`src/rtl/traffic_light_param.sv`:
```
// Parametrised single-approach traffic light.
// Timed cycle LEFT -> GREEN -> YELLOW -> RED, with emergency preemption (ALLSTOP)
// that resumes the interrupted phase exactly, and a flashing-red mode.
// Outputs are a Moore decode of the registered state.
module traffic_light_param #(
   parameter int LEFT_CYCLES   = 5,
   parameter int GREEN_CYCLES  = 10,
   parameter int YELLOW_CYCLES = 3,
   parameter int RED_CYCLES    = 18,
   parameter int FLASH_HALF    = 4,
   parameter int CNT_W         = 5,
   parameter int START_PHASE   = 0
) (
   input  logic       clock,
   input  logic       reset_n,
   input  logic       emergency,
   input  logic       flash_mode,
   output logic [3:0] out,
   output logic [2:0] phase,
   output logic       phase_last
);

   typedef enum logic [2:0] {
      S_LEFT    = 3'd0,
      S_GREEN   = 3'd1,
      S_YELLOW  = 3'd2,
      S_RED     = 3'd3,
      S_ALLSTOP = 3'd4,
      S_FLASH   = 3'd5
   } state_t;

   localparam state_t           START_S    = state_t'(START_PHASE[2:0]);
   localparam logic [CNT_W-1:0] FLASH_LAST = CNT_W'(FLASH_HALF - 1);

   // Final count value of a timed phase; non-timed states never use it.
   function automatic logic [CNT_W-1:0] last_cnt(input state_t s);
      case (s)
         S_LEFT:   return CNT_W'(LEFT_CYCLES - 1);
         S_GREEN:  return CNT_W'(GREEN_CYCLES - 1);
         S_YELLOW: return CNT_W'(YELLOW_CYCLES - 1);
         S_RED:    return CNT_W'(RED_CYCLES - 1);
         default:  return '0;
      endcase
   endfunction

   // Successor in the timed cycle; RED wraps back to LEFT.
   function automatic state_t next_timed(input state_t s);
      case (s)
         S_LEFT:   return S_GREEN;
         S_GREEN:  return S_YELLOW;
         S_YELLOW: return S_RED;
         default:  return S_LEFT;
      endcase
   endfunction

   state_t           state_q, state_d;
   state_t           saved_state_q, saved_state_d;
   logic [CNT_W-1:0] cnt_q, cnt_d;
   logic [CNT_W-1:0] saved_cnt_q, saved_cnt_d;
   logic [CNT_W-1:0] blink_cnt_q, blink_cnt_d;
   logic             blink_q, blink_d;
   logic             timed;
   logic             at_last;

   assign timed   = (state_q == S_LEFT) || (state_q == S_GREEN) ||
                    (state_q == S_YELLOW) || (state_q == S_RED);
   assign at_last = timed && (cnt_q == last_cnt(state_q));

   // State, phase counter, preemption context and blink generator registers.
   always_ff @(posedge clock or negedge reset_n) begin
      if (!reset_n) begin
         state_q       <= START_S;
         cnt_q         <= '0;
         saved_state_q <= START_S;
         saved_cnt_q   <= '0;
         blink_q       <= 1'b1;
         blink_cnt_q   <= '0;
      end else begin
         state_q       <= state_d;
         cnt_q         <= cnt_d;
         saved_state_q <= saved_state_d;
         saved_cnt_q   <= saved_cnt_d;
         blink_q       <= blink_d;
         blink_cnt_q   <= blink_cnt_d;
      end
   end

   // Next-state logic: emergency beats flash mode, which beats normal timing.
   always_comb begin
      state_d       = state_q;
      cnt_d         = cnt_q;
      saved_state_d = saved_state_q;
      saved_cnt_d   = saved_cnt_q;
      blink_d       = blink_q;
      blink_cnt_d   = blink_cnt_q;

      if (emergency && (state_q != S_ALLSTOP)) begin
         state_d = S_ALLSTOP;
         cnt_d   = '0;
         // Remember where the timed cycle was interrupted; from FLASH or a
         // corrupt state the safe resume point is the start of RED.
         if (timed) begin
            saved_state_d = state_q;
            saved_cnt_d   = cnt_q;
         end else begin
            saved_state_d = S_RED;
            saved_cnt_d   = '0;
         end
      end else begin
         case (state_q)
            S_ALLSTOP: begin
               if (!emergency) begin
                  if (flash_mode) begin
                     state_d     = S_FLASH;
                     cnt_d       = '0;
                     blink_d     = 1'b1;
                     blink_cnt_d = '0;
                  end else begin
                     state_d = saved_state_q;
                     cnt_d   = saved_cnt_q;
                  end
               end
            end
            S_FLASH: begin
               if (!flash_mode) begin
                  state_d = S_RED;
                  cnt_d   = '0;
               end else if (blink_cnt_q == FLASH_LAST) begin
                  blink_cnt_d = '0;
                  blink_d     = ~blink_q;
               end else begin
                  blink_cnt_d = blink_cnt_q + CNT_W'(1);
               end
            end
            S_LEFT, S_GREEN, S_YELLOW, S_RED: begin
               if (flash_mode) begin
                  state_d     = S_FLASH;
                  cnt_d       = '0;
                  blink_d     = 1'b1;
                  blink_cnt_d = '0;
               end else if (at_last) begin
                  state_d = next_timed(state_q);
                  cnt_d   = '0;
               end else begin
                  cnt_d = cnt_q + CNT_W'(1);
               end
            end
            default: begin
               state_d = S_RED;
               cnt_d   = '0;
            end
         endcase
      end
   end

   // Moore output decode of the registered state.
   always_comb begin
      out = 4'b0001;
      case (state_q)
         S_LEFT:    out = 4'b1001;
         S_GREEN:   out = 4'b0100;
         S_YELLOW:  out = 4'b0010;
         S_RED:     out = 4'b0001;
         S_ALLSTOP: out = 4'b0001;
         S_FLASH:   out = {3'b000, blink_q};
         default:   out = 4'b0001;
      endcase
   end

   assign phase      = state_q;
   assign phase_last = at_last;

endmodule

```
`config.mk`:
```
export PLATFORM = sky130hd
export DESIGN_NAME = traffic_light_param
export DESIGN_NICKNAME = d
export VERILOG_FILES = /design/src/rtl/traffic_light_param.sv
export SDC_FILE = /design/constraint.sdc
export NUM_CORES = 1
export LEC_CHECK = 0
export ABC_AREA = 1
export BUFFER_PORTS_ARGS = -buffer_cell sky130_fd_sc_hd__buf_2
export CAP_MARGIN = 15
export CORE_UTILIZATION = 35
export CTS_CLUSTER_DIAMETER = 150
export DETAILED_ROUTE_END_ITERATION = 7
export PLACE_DENSITY_LB_ADDON = 0.15
export SETUP_SLACK_MARGIN = 0.15
export SLEW_MARGIN = 40
export SYNTH_ARGS = -nofsm -noshare
export SYNTH_HDL_FRONTEND = slang
export SYNTH_SLANG_ARGS = --single-unit
```
`constraint.sdc`:
```
create_clock -name clock -period 2 [get_ports clock]
set_clock_uncertainty 0.15 [all_clocks]
set_input_delay 0.3 -clock clock [delete_from_list [all_inputs] [get_ports clock]]
set_output_delay 0.3 -clock clock [all_outputs]
set_load 0.1 [all_outputs]
```
* Yosys cells after proc, flatten, opt, wreduce, memory -nomap -nowiden
Index checks and enable logic that the tools add are counted.
** Operators by class
- Add/subtract/negate cells :: 2
- Equality and inequality tests :: 14
- Multiplexer cells :: 29
- Bitwise logic cells :: 2
- Reductions and logical operators :: 12
** Operator list (count)
- 5-bit 2-to-1 mux :: 11
- 5-bit one-hot mux with 3 select lines :: 2
- 3-bit 2-to-1 mux :: 7
- 5-bit one-hot mux with 4 select lines :: 1
- 4-bit one-hot mux with 4 select lines :: 1
- 5-bit by 1-bit adder with 5-bit output, second input constant :: 2
- 3-bit != test, second input constant :: 3
- 3-bit one-hot mux with 3 select lines :: 1
- 3-bit by 2-bit equality test with 1-bit output, second input constant :: 2
- 3-bit equality test, second input constant :: 2
- 2-bit != test, second input constant :: 3
- 2-bit one-hot mux with 3 select lines :: 1
- 5-bit by 2-bit equality test with 1-bit output, second input constant :: 1
- 5-bit equality test :: 1
- 5-bit AND reduction :: 1
- 1-bit 2-to-1 mux :: 4
- 4-bit != test, second input constant :: 1
- 4-bit AND reduction :: 1
- 4-bit OR reduction :: 1
- 3-bit by 1-bit equality test with 1-bit output, second input constant :: 1
- 3-bit zero test :: 1
- 1-bit logical OR :: 3
- 1-bit one-hot mux with 3 select lines :: 1
- 3-bit AND reduction :: 1
- other kinds (4) :: 6
** Storage, ports and cells
- Flip-flop bits (word level) :: 22
- Input bits :: 4
- Output and inout port bits :: 8
- Word-level logic and storage cells :: 65

* Depth between registers and ports, before layout
- Word-level depth :: 9
- Mapped depth :: 11
- Gate-level depth less buffers :: 10

* Worst setup path before layout
Ideal clock, no wire load.
- Kind :: register -> output
- Start :: register state_q[2] (netlist: phase[2])
- End :: output port out[0]
- Data arrival time :: 3449 ps
- Required time :: 1550 ps
- Setup slack :: -1899 ps
- Stages on the path, launching flop included :: 4
- Buffers on the path :: 1
- Path through :: dfrtp_1 buf_6 nand3_4 o21ai_0
** On the way
- Cells in the longest elaborated chain, start to end :: 2
- Elaborated cells on any way between the ends :: 5
- Those cells by class :: eq/ne: 3; mux: 1; reduce/logical: 1
** Ends and longest elaborated chain
- from (decl) :: RTL line 56 : state_t state_q, state_d;
- from (signal assigned) :: RTL line 79 : state_q <= state_d;
- 3-bit equality test (tied with other cells) :: RTL line 159 : case (state_q)
- 4-bit one-hot mux with 4 select lines * :: RTL line 159
- to (decl) :: RTL line 18 : output logic [3:0] out,
Mark *: on every way between the ends. The rest lies on a longest branch, timed or not.

* Worst setup path after layout
- Start :: register state_q[0] (netlist: phase[0])
- End :: output port phase_last
** On the way
- Cells in the longest elaborated chain, start to end :: 5
- Elaborated cells on any way between the ends :: 10
- Those cells by class :: eq/ne: 4; mux: 1; reduce/logical: 5
** Ends and longest elaborated chain
- parallel branches: the longest is 4 deep, another holds 5-bit one-hot mux with 4 select lines
- 1-bit logical AND * :: RTL line 67 : assign at_last = timed && (cnt_q == last_cnt(state_q));
- to (decl) :: RTL line 20 : output logic phase_last
Every way passes the cells marked *.

==> metrics.md <==
| Metric | Value |
|---|---|
| TritonCTS clock tree | built |
| Internal power summed over all cells | 1.62 mW |
| Final setup vio count | 2 |
| Max stage delay cell, worst path | dfrtp_4 |
| Required time at the worst-slack endpoint | 1.55 ns |
| Crit-path max FO | 4 |
| Estimated wirelength of the detail-placed design | 2.49 mm |
| Total die area | 4380 µm² |
| Number of global-route vias before repair | 1460 |
| Pin slew with the least headroom to its limit | 0.539 ns |
| Number of synthesized flops with an enable pin | 0 |
| Post-Syn Nets | 207 |
| # H-tree levels | 1 |
| Number of max-slew violations in the final report | 0 |
| First-pass GRT wire length | 6.56 mm |
| Detail Route Antenna Nets | 0 |
| Synth Area in Compound Gates | 9.29% |
| Number of hold-slack violations in the final timing report | 0 |
| Site row count | 22 |
| Floorplan die width | 66.2 µm |
| Area of the core | 3800 µm² |
| Top cell by count, worst path | nor2_4 |
| Total of flip-flops plus latches after synthesis | 22 |
| Count of different cell masters after synthesis | 29 |
| Number of nets in the layout | 240 |
| Number of port buffers | 11 |
| Most used standard cells in the synthesized netlist | nand2_1, nand3_1, dfrtp_1, inv_1 |
| CTS clk-pin slew, worst paths | 0.09 ns |
| Synthesis-to-layout area growth | 37.7% |
| Share of cell area taken by muxes after synthesis | 0% |
| Path category of the worst min-delay check | input port to register |
| Proportion of total power due to net switching | 51.2% |
| Pre-CTS setup slack | 0.0686 ns |
| Placed Cells | 258 |
| Largest family of logic cells by synthesized area | simple AND/OR/NAND/NOR gates |
| Share of total power in sequential cells | 21.1% |
| Num Clock Sinks | 22 |
| CTS max path bufs | 2 |
| Logic gate share of total power | 66.0% |
| Total power density per cell area | 1670 nW/µm² |
| Summed instance area of the synthesized netlist | 1440 µm² |
| Simple-Gate Fraction of Synth Area | 40.5% |
| Cell with the most instances after synthesis | nand2_1 |
| Mean number of vias per cell | 5.07 |
| Hold path depth | 3 |
| Ratio of cells with drive above 1 in the final layout | 36.1% |
| Kind of end point of the critical path | output pin |
| Classification of the worst setup path | register to output pin |
| Number of clock buffers inserted by TritonCTS | 3 |
| Maximum Capacitance Violations | 0 |
| Worst supply voltage drop on vdd | 0.511 mV |
| Number of cells produced by synthesis | 201 |
| Power share of the clock group | 12.8% |
| Max Clock Freq | 483 MHz |
| RSZ-0062 raised after global routing | true |
| Final standard cell count with taps included and fillers excluded | 281 |
| Number of antenna violations at the first check in global routing | 0 |
| Fraction of synthesized cell area taken by the top area cell type | 36.5% |
| Die boundary height | 66.2 µm |
| Total Wirelength | 3.85 mm |
| Initial DRC count | 87 |
| Synthesis warning total | 0 |
| Post-synthesis average cell area | 7.17 µm² |
| Ant. Diodes | 0 |
| Final cycle utilization of the critical path | 104% |
| Initial cell density of the core | 37.9% |
| Total GRT Usage | 20.0% |
| Synthesized-area fraction occupied by xor and xnor cells | 0% |
| Number of iterations in the first detailed-routing pass | 4 |
| Peak per-stage delay on the critical path | 0.53 ns |
| Share of synthesized area occupied by flip-flops and latches | 38.3% |
| Fraction of the mapped netlist area in adder cells | 1.74% |
| Sequence of cells on the critical path | nor2_4 -> buf_4 -> nand3b_1 -> nand2_2 -> nor2_4 -> nand2_4 -> clkinvlp_4 -> buf_12 |
| Post-synthesis cell type with the largest combined area | dfrtp_1 |
| CP startpoint kind | register |
| Biggest area contributors in the synthesized netlist | dfrtp_1, nand2_1, nand3_1 |
| DRC violation count after routing | 0 |
| Worst-case setup margin in the final layout | -0.0715 ns |
| Run status | finished with violations |
| Async S/R FF share, synth | 100% |
| Most instantiated flip-flop cell in the synthesis netlist | dfrtp_1 |
| Data arrival time of the critical path | 1.62 ns |
| Relative slew slack | 64.1% |
| I/O pin cnt | 12 |
| Static Leakage | 0.965 nW |
| Global placer's final weighted congestion | 0.877 |
| Clk Tree Root Cell | clkbuf_8 |
| Failing checks | negative setup slack |
| Clock latency at the later pin of the worst-skew pair | 0.27 ns |
| WHS | 0.216 ns |
| Wire per inst | 13.7 µm |
| Routed vias | 1424 |
| Total global routing overflow | 0 |
| Final-layout setup total negative slack | -0.0852 ns |
| Net Switching | 1.70 mW |
| Largest net degree at the start of global routing | 23 |
| Clock period minus worst slack | 2.07 ns |
| R2R depth | 10 |
-- power by group through the flow --
| stage | Clock, mW | Sequential [mW] | Combinational [mW] |
|---|---|---|---|
| after global routing | 0.458 | 0.715 | 2.33 |
| after global placement | 0 | 0.756 | 1.67 |
| after detailed placement | 0 | 0.764 | 1.69 |
| final | 0.426 | 0.702 | 2.19 |
| after floorplan | 0 | 0.851 | 1.20 |
| after CTS | 0.439 | 0.684 | 2.01 |
-- repair_timing --
action / 4_1_cts / 5_1_grt
cloned: 0 / 0
endpoints found under the hold margin: 21 / 0
gates resized for setup: 11 / 19
pin swaps: 11 / 12
hold buffers: 1 / 0
endpoints found under the setup margin: 3 / 20
buffers inserted: 12 / 6
-- placed cells by master (no fill, tap or decap), types with 2 or more instances in the layout --
master and instances:
nand2_1 57, nand3_1 21, dfrtp_1 18, inv_1 16, buf_4 15, nor2_1 10, nand2_2 9, o21ai_0 9
nor2_4 7, buf_6 7, inv_2 6, buf_2 5, buf_12 5, nor3_1 4, a21oi_1 4, clkinvlp_4 3
inv_4 3, nand2_4 3, o21ai_4 3, clkbuf_8 3, dfrtp_4 3, nand3_2 2, nand3_4 2, o21ai_1 2
ha_1 2
-- worst max-delay path: cells and delay by family, from the launching register on --
family        cells  cell delay (ns)
flops             1             0.53
buf+inv           3             0.38
simple gates      5             0.45
-- layer usage --
metal	track usage, %	vias to the layer above	wire length (µm)
li1	-	706	-
met5	0	-	0
met4	9.31	0	127
met3	5.52	12	184
met1	24.6	662	1730
met2	32.3	44	1810
-- sequential cells by signal, summed over array words and instances, names as in the netlist --
signal and cells:
cnt_q 5, saved_cnt_q 5, blink_cnt_q 5, saved_state_q 3
phase 3, blink_q 1
-- cell type report --
class	count	area, µm²
fill	342	1810
multi-input combinational	146	840
sequential	22	563
timing repair buffer	33	327
inverter	28	124
tap	48	60.1
clock buffer	3	41.3
clock inverter	1	30.0
-- worst paths after layout --
check,slack [ns],to,startpoint
max in group asynchronous,0.91,phase[2]$_DFFE_PN0P_,reset_n
min reg2reg,0.33,saved_cnt_q[2]$_DFFE_PN0P_,saved_cnt_q[2]$_DFFE_PN0P_
max,-0.07,phase_last,phase[0]$_DFFE_PN0P_
min,0.22,saved_cnt_q[2]$_DFFE_PN0P_,emergency
min in group asynchronous,0.39,saved_state_q[1]$_DFFE_PN0P_,reset_n
max reg2reg,0.18,blink_cnt_q[2]$_DFFE_PN0P_,phase[2]$_DFFE_PN0P_
-- kinds of logic (layout without fill, tap and decap cells) --
logic type,Yosys count,in the layout
adders and majority gates,2,2
and+or+nand+nor,121,121
DFF,22,22
buffers and inverters,33,65
AOI/OAI and AO/OA,23,23
-- metrics by stage --
step                      instance area (µm²)  power, mW  utilization [%]
after floorplan                          1490       2.05                -
after global placement                   1660       2.43             43.7
after detailed placement                 1660       2.45             43.7
after CTS                                1870       3.13             49.1
after global routing                     1980       3.51             52.2
final                                    1980       3.32             52.2
(Power assumes the default switching activity.)
